### src/rtl/xmit_fifo_if.sv
// xmit_fifo_if: APB push side and UART transmitter side of the transmit FIFO controller.
interface xmit_fifo_if #(
    parameter int DATA_W = 8,
    parameter int DEPTH  = 16
);
    logic                     busy;
    logic                     write_enable;
    logic [31:0]              pDataWrite;
    logic                     flush;
    logic                     overflow_clr;
    logic [DATA_W-1:0]        data_in;
    logic                     tx_enable;
    logic                     xmitEmpty;
    logic                     xmitFull;
    logic [$clog2(DEPTH):0]   level;
    logic                     overflow;
    logic                     thresh_irq;

    modport slave (
        input  busy, write_enable, pDataWrite, flush, overflow_clr,
        output data_in, tx_enable, xmitEmpty, xmitFull, level, overflow, thresh_irq
    );

    modport master (
        output busy, write_enable, pDataWrite, flush, overflow_clr,
        input  data_in, tx_enable, xmitEmpty, xmitFull, level, overflow, thresh_irq
    );
endinterface

### src/rtl/xmit_fifo_ctrl.sv
// xmit_fifo_ctrl: circular transmit buffer feeding a UART one word at a time.
// Define XMIT_FIFO_THRESH_EN to generate the registered low-watermark request.
module xmit_fifo_ctrl #(
    parameter int DATA_W = 8,
    parameter int DEPTH  = 16,
    parameter int THRESH = 4
) (
    input logic       clk,
    input logic       n_rst,
    xmit_fifo_if.slave bus
);
    localparam int AW = $clog2(DEPTH);
    localparam logic [1:0] IDLE = 2'd0;
    localparam logic [1:0] POP  = 2'd1;
    localparam logic [1:0] SEND = 2'd2;
    localparam logic [1:0] GAP  = 2'd3;

    logic [DATA_W-1:0] mem [DEPTH];
    logic [AW-1:0]     wr_ptr, rd_ptr;
    logic [AW:0]       count, count_nxt;
    logic [1:0]        state, state_nxt;
    logic [DATA_W-1:0] hold;
    logic              ovf, push, pop, drop, full, empty;
    logic              unused;

    assign unused = &{1'b0, bus.pDataWrite[31:DATA_W]};
    assign empty  = count == '0;
    assign full   = count == (AW+1)'(DEPTH);

    // full is judged before the pop, yet a pop in the same cycle frees a slot for the push
    always_comb begin
        pop       = state == POP && !bus.flush;
        push      = bus.write_enable && !bus.flush && (!full || pop);
        drop      = bus.write_enable && !bus.flush && full && !pop;
        count_nxt = bus.flush ? '0 : count + (AW+1)'(push) - (AW+1)'(pop);
        state_nxt = bus.flush      ? IDLE :
                    state == IDLE  ? ((!bus.busy && !empty) ? POP : IDLE) :
                    state == POP   ? SEND :
                    state == SEND  ? GAP : IDLE;
    end

    always_ff @(posedge clk or negedge n_rst) begin
        if (!n_rst) begin
            wr_ptr <= '0;
            rd_ptr <= '0;
            count  <= '0;
            state  <= IDLE;
            hold   <= '1;
            ovf    <= 1'b0;
        end else begin
            wr_ptr <= bus.flush ? '0 : wr_ptr + AW'(push);
            rd_ptr <= bus.flush ? '0 : rd_ptr + AW'(pop);
            count  <= count_nxt;
            state  <= state_nxt;
            if (pop) hold <= mem[rd_ptr];
            ovf    <= drop | (ovf & !bus.overflow_clr);
        end
    end

    always_ff @(posedge clk) begin
        if (push) mem[wr_ptr] <= bus.pDataWrite[DATA_W-1:0];
    end

`ifdef XMIT_FIFO_THRESH_EN
    logic thr;
    always_ff @(posedge clk or negedge n_rst) begin
        if (!n_rst) thr <= 1'b0;
        else        thr <= !bus.flush && count_nxt <= (AW+1)'(THRESH);
    end
    assign bus.thresh_irq = thr;
`else
    logic unused_thresh;
    assign unused_thresh  = THRESH > 0;
    assign bus.thresh_irq = 1'b0;
`endif

    assign bus.tx_enable = state == SEND;
    assign bus.data_in   = state == SEND ? hold : '1;
    assign bus.xmitEmpty = empty;
    assign bus.xmitFull  = full;
    assign bus.level     = count;
    assign bus.overflow  = ovf;
endmodule

### src/flat_wrapper.sv
// flat-port wrapper written by rule: the top's interface ports become plain ports
module xmit_fifo_ctrl_flat 
#(
    parameter int DATA_W = 8,
    parameter int DEPTH  = 16,
    parameter int THRESH = 4
)
  (clk, n_rst, bus_busy, bus_write_enable, bus_pDataWrite, bus_flush, bus_overflow_clr, bus_data_in, bus_tx_enable, bus_xmitEmpty, bus_xmitFull, bus_level, bus_overflow, bus_thresh_irq);
  xmit_fifo_if #(.DATA_W(DATA_W), .DEPTH(DEPTH)) bus_i ();
  input logic clk;
  input logic n_rst;
  input wire logic [$bits(bus_i.busy)-1:0] bus_busy;
  input wire logic [$bits(bus_i.write_enable)-1:0] bus_write_enable;
  input wire logic [$bits(bus_i.pDataWrite)-1:0] bus_pDataWrite;
  input wire logic [$bits(bus_i.flush)-1:0] bus_flush;
  input wire logic [$bits(bus_i.overflow_clr)-1:0] bus_overflow_clr;
  output wire logic [$bits(bus_i.data_in)-1:0] bus_data_in;
  output wire logic [$bits(bus_i.tx_enable)-1:0] bus_tx_enable;
  output wire logic [$bits(bus_i.xmitEmpty)-1:0] bus_xmitEmpty;
  output wire logic [$bits(bus_i.xmitFull)-1:0] bus_xmitFull;
  output wire logic [$bits(bus_i.level)-1:0] bus_level;
  output wire logic [$bits(bus_i.overflow)-1:0] bus_overflow;
  output wire logic [$bits(bus_i.thresh_irq)-1:0] bus_thresh_irq;
  assign bus_i.busy = bus_busy;
  assign bus_i.write_enable = bus_write_enable;
  assign bus_i.pDataWrite = bus_pDataWrite;
  assign bus_i.flush = bus_flush;
  assign bus_i.overflow_clr = bus_overflow_clr;
  assign bus_data_in = bus_i.data_in;
  assign bus_tx_enable = bus_i.tx_enable;
  assign bus_xmitEmpty = bus_i.xmitEmpty;
  assign bus_xmitFull = bus_i.xmitFull;
  assign bus_level = bus_i.level;
  assign bus_overflow = bus_i.overflow;
  assign bus_thresh_irq = bus_i.thresh_irq;
  xmit_fifo_ctrl #(.DATA_W(DATA_W), .DEPTH(DEPTH), .THRESH(THRESH)) u_core (.clk(clk), .n_rst(n_rst), .bus(bus_i));
endmodule
### config.mk
export PLATFORM = sky130hd
export DESIGN_NAME = xmit_fifo_ctrl_flat
export DESIGN_NICKNAME = d
export VERILOG_FILES = /design/src/rtl/xmit_fifo_if.sv /design/src/rtl/xmit_fifo_ctrl.sv /design/src/flat_wrapper.sv
export SDC_FILE = /design/constraint.sdc
export NUM_CORES = 1
export LEC_CHECK = 0
export CAP_MARGIN = 5
export CORE_MARGIN = 5
export CORE_UTILIZATION = 25
export DETAILED_ROUTE_END_ITERATION = 8
export GPL_ROUTABILITY_DRIVEN = 0
export PLACE_DENSITY = 0.42
export SETUP_SLACK_MARGIN = 0.15
export SYNTH_ARGS = -nofsm -noshare
export SYNTH_HDL_FRONTEND = slang
export SYNTH_SLANG_ARGS = --single-unit
### constraint.sdc
create_clock -name clk -period 7.1 [get_ports clk]
set_input_delay 1.42 -clock clk [delete_from_list [all_inputs] [get_ports clk]]
set_output_delay 1.42 -clock clk [all_outputs]
set_load 0.02 [all_outputs]
==> impl_results.md, run 1 <==
- Global route overflow: 0
- Number of global-route vias before repair: 3,402
- Cell Area, Synth: roughly 6200 um2
- Pre-CTS worst setup slack: between 2 and 2.5 ns
- Residual DRC: 0
- Area leader, netlist: edfxtp_1
- Hold_buf cts: 0
- Seq/Total Area, Yosys: 0.715
- Clock root buffer: clkbuf_16
- First-pass GRT wire length: 20,900 um
- Hold WC Path Type: reg -> reg
- Dpl hpwl: between 8000 and 9000 um
- Worst skew pair latency: around 0.42 ns
- Dpl cells: 711
- Worst-Margin Slew: roughly 1 ns
- Power per Cell Area: 322 nW/um2
- Crit path launch type: input pin
- Gate count of the mapped netlist: approximately 370
- Setup Skew: approximately 0.0078 ns
- Port buffer count: 30
- CTS-repair resized insts: 0
- Family with the most delay on the worst path: simple AND/OR/NAND/NOR gates
- CTS tree: done
- Crit-path slowest cell: nor2_1
- LEAKAGE: between 2 and 2.5 nW
- Post-synthesis compound-gate area fraction: 0.0369
- Clock Sinks: approximately 150
- Vias/cell: between 4 and 5
- IO Count: 56
- Buf/Inv on CP: 1
- Core Region: about 24,000 um2
- Multiplexer share of the synthesized area: 0.128
- Post-synth EDFFs: around 130
- Starting DRT DRC Count: around 180
- Share of layout cells above drive strength 1: 0.162
- Max IR drop VDD: about 160 uV
- CTS buffer count: 17
- Total negative slack: 0 ns
- Register bit total from synthesis: 152
- Post-synth top area share: 0.617
- FF+latch area: 4460 um2
- Top FF cell, synth: edfxtp_1
- Fin nets: 459
- CP startpoint: bus_flush
- Die Wd: about 170 um
- Die area: between 20,000 and 30,000 um2
- Leading cell type in the layout, fill and taps excluded: edfxtp_1
- CP max FO: 17
- Effective utilization at floorplan: 0.255
- Final cycle utilization of the critical path: 0.597
- Largest net degree at the start of global routing: 50
- Largest stage delay on the critical path: slightly above 0.8 ns
- Hold path start: u_core.bus.overflow
- Setup crit end kind: flop
- Fin cells: between 700 and 800
- Syn_nets: between 400 and 500
- Area grow syn2layout: 20.2%
- Routed Antenna Nets: 0
- Main combinational cell family by area after synthesis: multiplexers
- Fin. max-slew vios: 0
- Vias: approximately 3,200
- Outcome: completed
- CTS clk-pin slew, worst paths: 0.06 ns
- CP Class: in -> reg
- Area of the multi-input gates: approximately 1600 um2
- FFs w/ async S/R, synth: 0.158
- Total setup buffers inserted after CTS: 0
- Simple-gate portion of the synthesized area: 0.0594
- Post-Synth XOR/XNOR Area: 0.00843
- H-tree levels: 4
- Most area-consuming cells after synthesis: edfxtp_1 62%, dfrtp_1 6.4%, mux2i_1 5.3%
- CP required: between 7 and 8 ns
- Clk buf depth: 2
- Final Worst Setup Slack: 2.86 ns
- Synth Area per Inst: about 17 um2
- Yosys Warn Count: 0
- Die outline height: 168 um
- Final min period: approximately 4.2 ns
- CP Cell Sequence: clkdlybuf4s50_1 -> nand2b_1 -> a21oi_2 -> or3b_1 -> nor2_1
- Hold Vio Cnt, Final: 0
- Wire per inst: 18.4 um
- Crit Reg-Reg Startpoint: u_core.bus.level[3]
- Initial antenna violation count: 0
- Row count: 57
- First-pass DRT Iterations: 4
- Commonest non-fill, non-tap cells in the layout: 128 x edfxtp_1, 33 x mux2i_1, 30 x clkdlybuf4s50_1, 29 x nor2_1, 25 x o22ai_1
- Worst EP arrival: around 4.3 ns
- Peak Freq: roughly 0.24 GHz
- GRT Util Overall: 0.100
- Post-synth cell types: 38
- N_diodes: 0
- Hold WS: approximately 0.54 ns
- RSZ-0062 raised after global routing: false
- Post-synthesis adder-cell area fraction: 0.0313
- Max-slew headroom: 0.324
- Max_cap viols: 0
- Final-report setup violation count: 0
- # fillers: ~2,400
- Total wire length: around 14,000 um
==> registers in the layout (all words and copies together) (netlist names) <==
signal,count
u_core.hold,8
u_core.bus.overflow,1
u_core.wr_ptr,4
u_core.mem,128
u_core.state,2
u_core.rd_ptr,4
u_core.bus.level,5
==> layout make-up <==
| class | instances | area share |
|---|---|---|
| Inverter | 12 | 0.00601 |
| Clock buffer | 17 | 0.0568 |
| Multi-Input combinational cell | 188 | 0.220 |
| Clock inverter | 15 | 0.0232 |
| Timing Repair Buffer | 35 | 0.0451 |
| Sequential cell | 152 | 0.595 |
| Tap cell | 324 | 0.0541 |
==> synth_stat cells, drive strengths merged (2+ instances only) <==
library cell / n
nand3: 4
nand3b: 2
clkbuf: 6
mux2: 8
dfstp: 8
edfxtp: 128
inv: 12
nand2b: 14
xnor2: 3
nor2b: 8
ha: 14
mux2i: 33
nor2: 29
o22ai: 25
nor3: 5
nand2: 4
mux4: 16
xor2: 3
buf: 9
a21oi: 11
dfrtp: 16
==> cells by family after synthesis <==
group	after synthesis
compound gates	38
xor+xnor	6
fa+ha+maj	15
buf+inv	27
flops	152
mux	57
other cells	1
simple gates	71
==> through the flow <==
stage          utilization  area, um2  power, mW
2_1_floorplan            -       6230       1.37
3_3_place_gp         0.282       6890       1.51
3_5_place_dp         0.282       6890       1.53
4_1_cts              0.306       7490       2.44
5_1_grt              0.306       7490       2.52
6_report             0.306       7490       2.41
==> report_power, final <==
| part | internal, mW | total, mW | switching [mW] | leakage (nW) |
|---|---|---|---|---|
| combinational | 0.200 | 0.427 | 0.227 | 0.685 |
| clock | 0.553 | 0.910 | 0.358 | 0.285 |
| sequential | 1.04 | 1.07 | 0.0356 | 1.45 |
| total | 1.79 | 2.41 | 0.620 | 2.42 |
==> tightest hold or removal path: cells and delay by family, from the launching register on <==
family | cells | cell delay [ns]
compound gates | 1 | 0.07
buf+inv | 1 | 0.05
flops | 1 | 0.37
==> final timing paths <==
path	end	slack, ns	depth (start not counted)
max	u_core.mem[8][7]	2.86	5
min	u_core.bus.overflow	0.54	2
max reg2reg	u_core.mem[8][7]	4.16	6
min reg2reg	u_core.bus.overflow	0.54	2
max in group asynchronous	u_core.hold[0]	5.41	2
min in group asynchronous	u_core.bus.level[3]	1.38	2
==> routing by layer <==
metal / GRT usage / part of all wire / up-vias
met5: 0 / 0 / -
met4: 0.0360 / 0.016 / 0
met3: 0.0218 / 0.036 / 16
met2: 0.157 / 0.47 / 59
met1: 0.138 / 0.48 / 1652
li1: - / - / 1489
No activity file was read; power rests on OpenSTA's default activity.
==> inputs of run 2 (changes only) <==
PLACE_DENSITY = 0.44   (was 0.42)
clock period = 3.86 ns   (was 7.1 ns; I/O delays follow)
==> impl_results.md, run 2 (synthesis gave the netlist of run 1 again) <==
- First-pass DRT Iterations: 4
- Clk buf depth: 2
- H-tree levels: 4
- CP Class: in -> reg
- Core Region: ~24,000 um2
- Port buffer count: 30
- Die outline height: 168 um
- Peak Freq: roughly 0.34 GHz
- Hold WC Path Type: reg -> reg
- Total setup buffers inserted after CTS: 0
- Wire per inst: 17.5 um
- Pre-CTS worst setup slack: about 0.5 ns
- CP max FO: 11
- Vias: ~3,200
- Internal Power: around 3.3 mW
- Initial antenna violation count: 0
- Max IR drop VDD: approximately 330 uV
- CTS tree: done
- CP startpoint: bus_flush
- Hold WS: 0.550 ns
- GRT Util Overall: 0.0969
- Dpl cells: slightly above 700
- Number of global-route vias before repair: 3,348
- Family with the most delay on the worst path: buffers and inverters
- Crit path launch type: input pin
- Commonest non-fill, non-tap cells in the layout: 128 x edfxtp_1, 33 x mux2i_1, 30 x clkdlybuf4s50_1, 29 x nor2_1, 25 x o22ai_1
- Power consumption: about 4.4 mW
- CTS-repair resized insts: 0
- Share of layout cells above drive strength 1: 0.176
- Area grow syn2layout: 21.8%
- Placed inst area: roughly 7000 um2
- Final Worst Setup Slack: 0.933 ns
- Max_cap viols: 0
- Fin nets: between 400 and 500
- Largest stage delay on the critical path: 0.62 ns
- RSZ-0062 raised after global routing: false
- Clock root buffer: clkbuf_16
- Fin cells: 757
- Power per Cell Area: a little under 600 nW/um2
- CP Cell Sequence: clkdlybuf4s50_1 -> nand2b_1 -> inv_2 -> ha_1 -> inv_1 -> ha_1 -> inv_1 -> fa_1 -> nor2b_1 -> o21bai_1 -> nand3_1 -> nor3b_1
- Final-report setup violation count: 0
- Final Util: 0.310
- Total negative slack: 0 ns
- Final Instance Area: around 7600 um2
- CTS buffer count: 17
- Worst skew pair latency: about 0.42 ns
- Hold Vio Cnt, Final: 0
- Max reg flops: between 100 and 150
- Comb pwr share: 0.170
- Final cycle utilization of the critical path: 0.758
- Net Sw Frac: 0.243
- Row count: 57
- Worst-Margin Slew: just over 1 ns
- Register with the most flip-flops: u_core.mem
- Total wire length: approximately 13,000 um
- N_diodes: 0
- First-pass GRT wire length: between 20,000 and 25,000 um
- # fillers: ~2,400
- Largest net degree at the start of global routing: 27
- LEAKAGE: approximately 2.5 nW
- Die area: 28,200 um2
- Die Wd: roughly 170 um
- Max-slew headroom: 0.323
- CP required: ~4.2 ns
- Crit Reg-Reg Startpoint: u_core.bus.level[2]
- Residual DRC: 0
- Routed Antenna Nets: 0
- Reg power frac: 0.452
- Outcome: completed
- Vias/cell: between 4 and 5
- Effective utilization at floorplan: 0.255
- Leading cell type in the layout, fill and taps excluded: edfxtp_1
- Hold path start: u_core.bus.overflow
- Net switching power: 1.08 mW
- FF+latch area: between 4000 and 5000 um2
- IO Count: 56
- CTS clk-pin slew, worst paths: about 0.06 ns
- Area of the multi-input gates: approximately 1600 um2
- Fin. max-slew vios: 0
- Setup Skew: around 0.012 ns
- Global route overflow: 0
- Clock Power Share: 0.378
- Starting DRT DRC Count: about 200
- Dpl hpwl: ~8700 um
- Final min period: roughly 2.9 ns
- Setup crit end kind: flop
- Buf/Inv on CP: 4
- Clock Sinks: around 150
- Hold_buf cts: 0
- Crit-path slowest cell: clkdlybuf4s50_1
- Worst EP arrival: around 3.3 ns
==> run 2: metal layers <==
metal | vias up | share of wire | global-route usage
met2 | 65 | 0.46 | 0.148
met1 | 1636 | 0.48 | 0.132
met3 | 10 | 0.042 | 0.0281
met5 | - | 0 | 0
li1 | 1518 | - | -
met4 | 0 | 0.011 | 0.0339
==> run 2: final timing paths <==
check | end | slack (ns) | cells after the start
max | u_core.bus.level[4] | 0.93 | 12
min reg2reg | u_core.bus.overflow | 0.55 | 2
max reg2reg | u_core.bus.level[4] | 1.34 | 11
max in group asynchronous | u_core.hold[4] | 2.83 | 2
min | u_core.bus.overflow | 0.55 | 2
min in group asynchronous | u_core.bus.level[4] | 0.73 | 2
==> run 2: area by class of cell <==
| type | instances | area share |
|---|---|---|
| clock buffer | 21 | 0.0580 |
| clock inverter | 11 | 0.0203 |
| inverter | 12 | 0.00593 |
| multi-input combinational | 188 | 0.217 |
| sequential | 152 | 0.587 |
| tap | 324 | 0.0534 |
| timing repair buffer | 49 | 0.0583 |
==> run 2: worst register-to-register path, delay by kind of cell, from the launching register on <==
| family | cells | cell delay (ns) |
|---|---|---|
| and+or+nand+nor | 4 | 0.69 |
| AOI/OAI and AO/OA | 2 | 0.43 |
| DFF | 1 | 0.37 |
| buffers and inverters | 2 | 0.13 |
| adders and majority gates | 3 | 0.82 |
==> run 2: power by group through the flow <==
stage          combinational (mW)  clock (mW)  sequential, mW
4_1_cts                     0.768        1.71            2.00
5_1_grt                     0.839        1.79            2.02
6_report                    0.752        1.67            2.00
3_3_place_gp                0.749           0            2.03
2_1_floorplan               0.503           0            2.01
3_5_place_dp                0.765           0            2.04
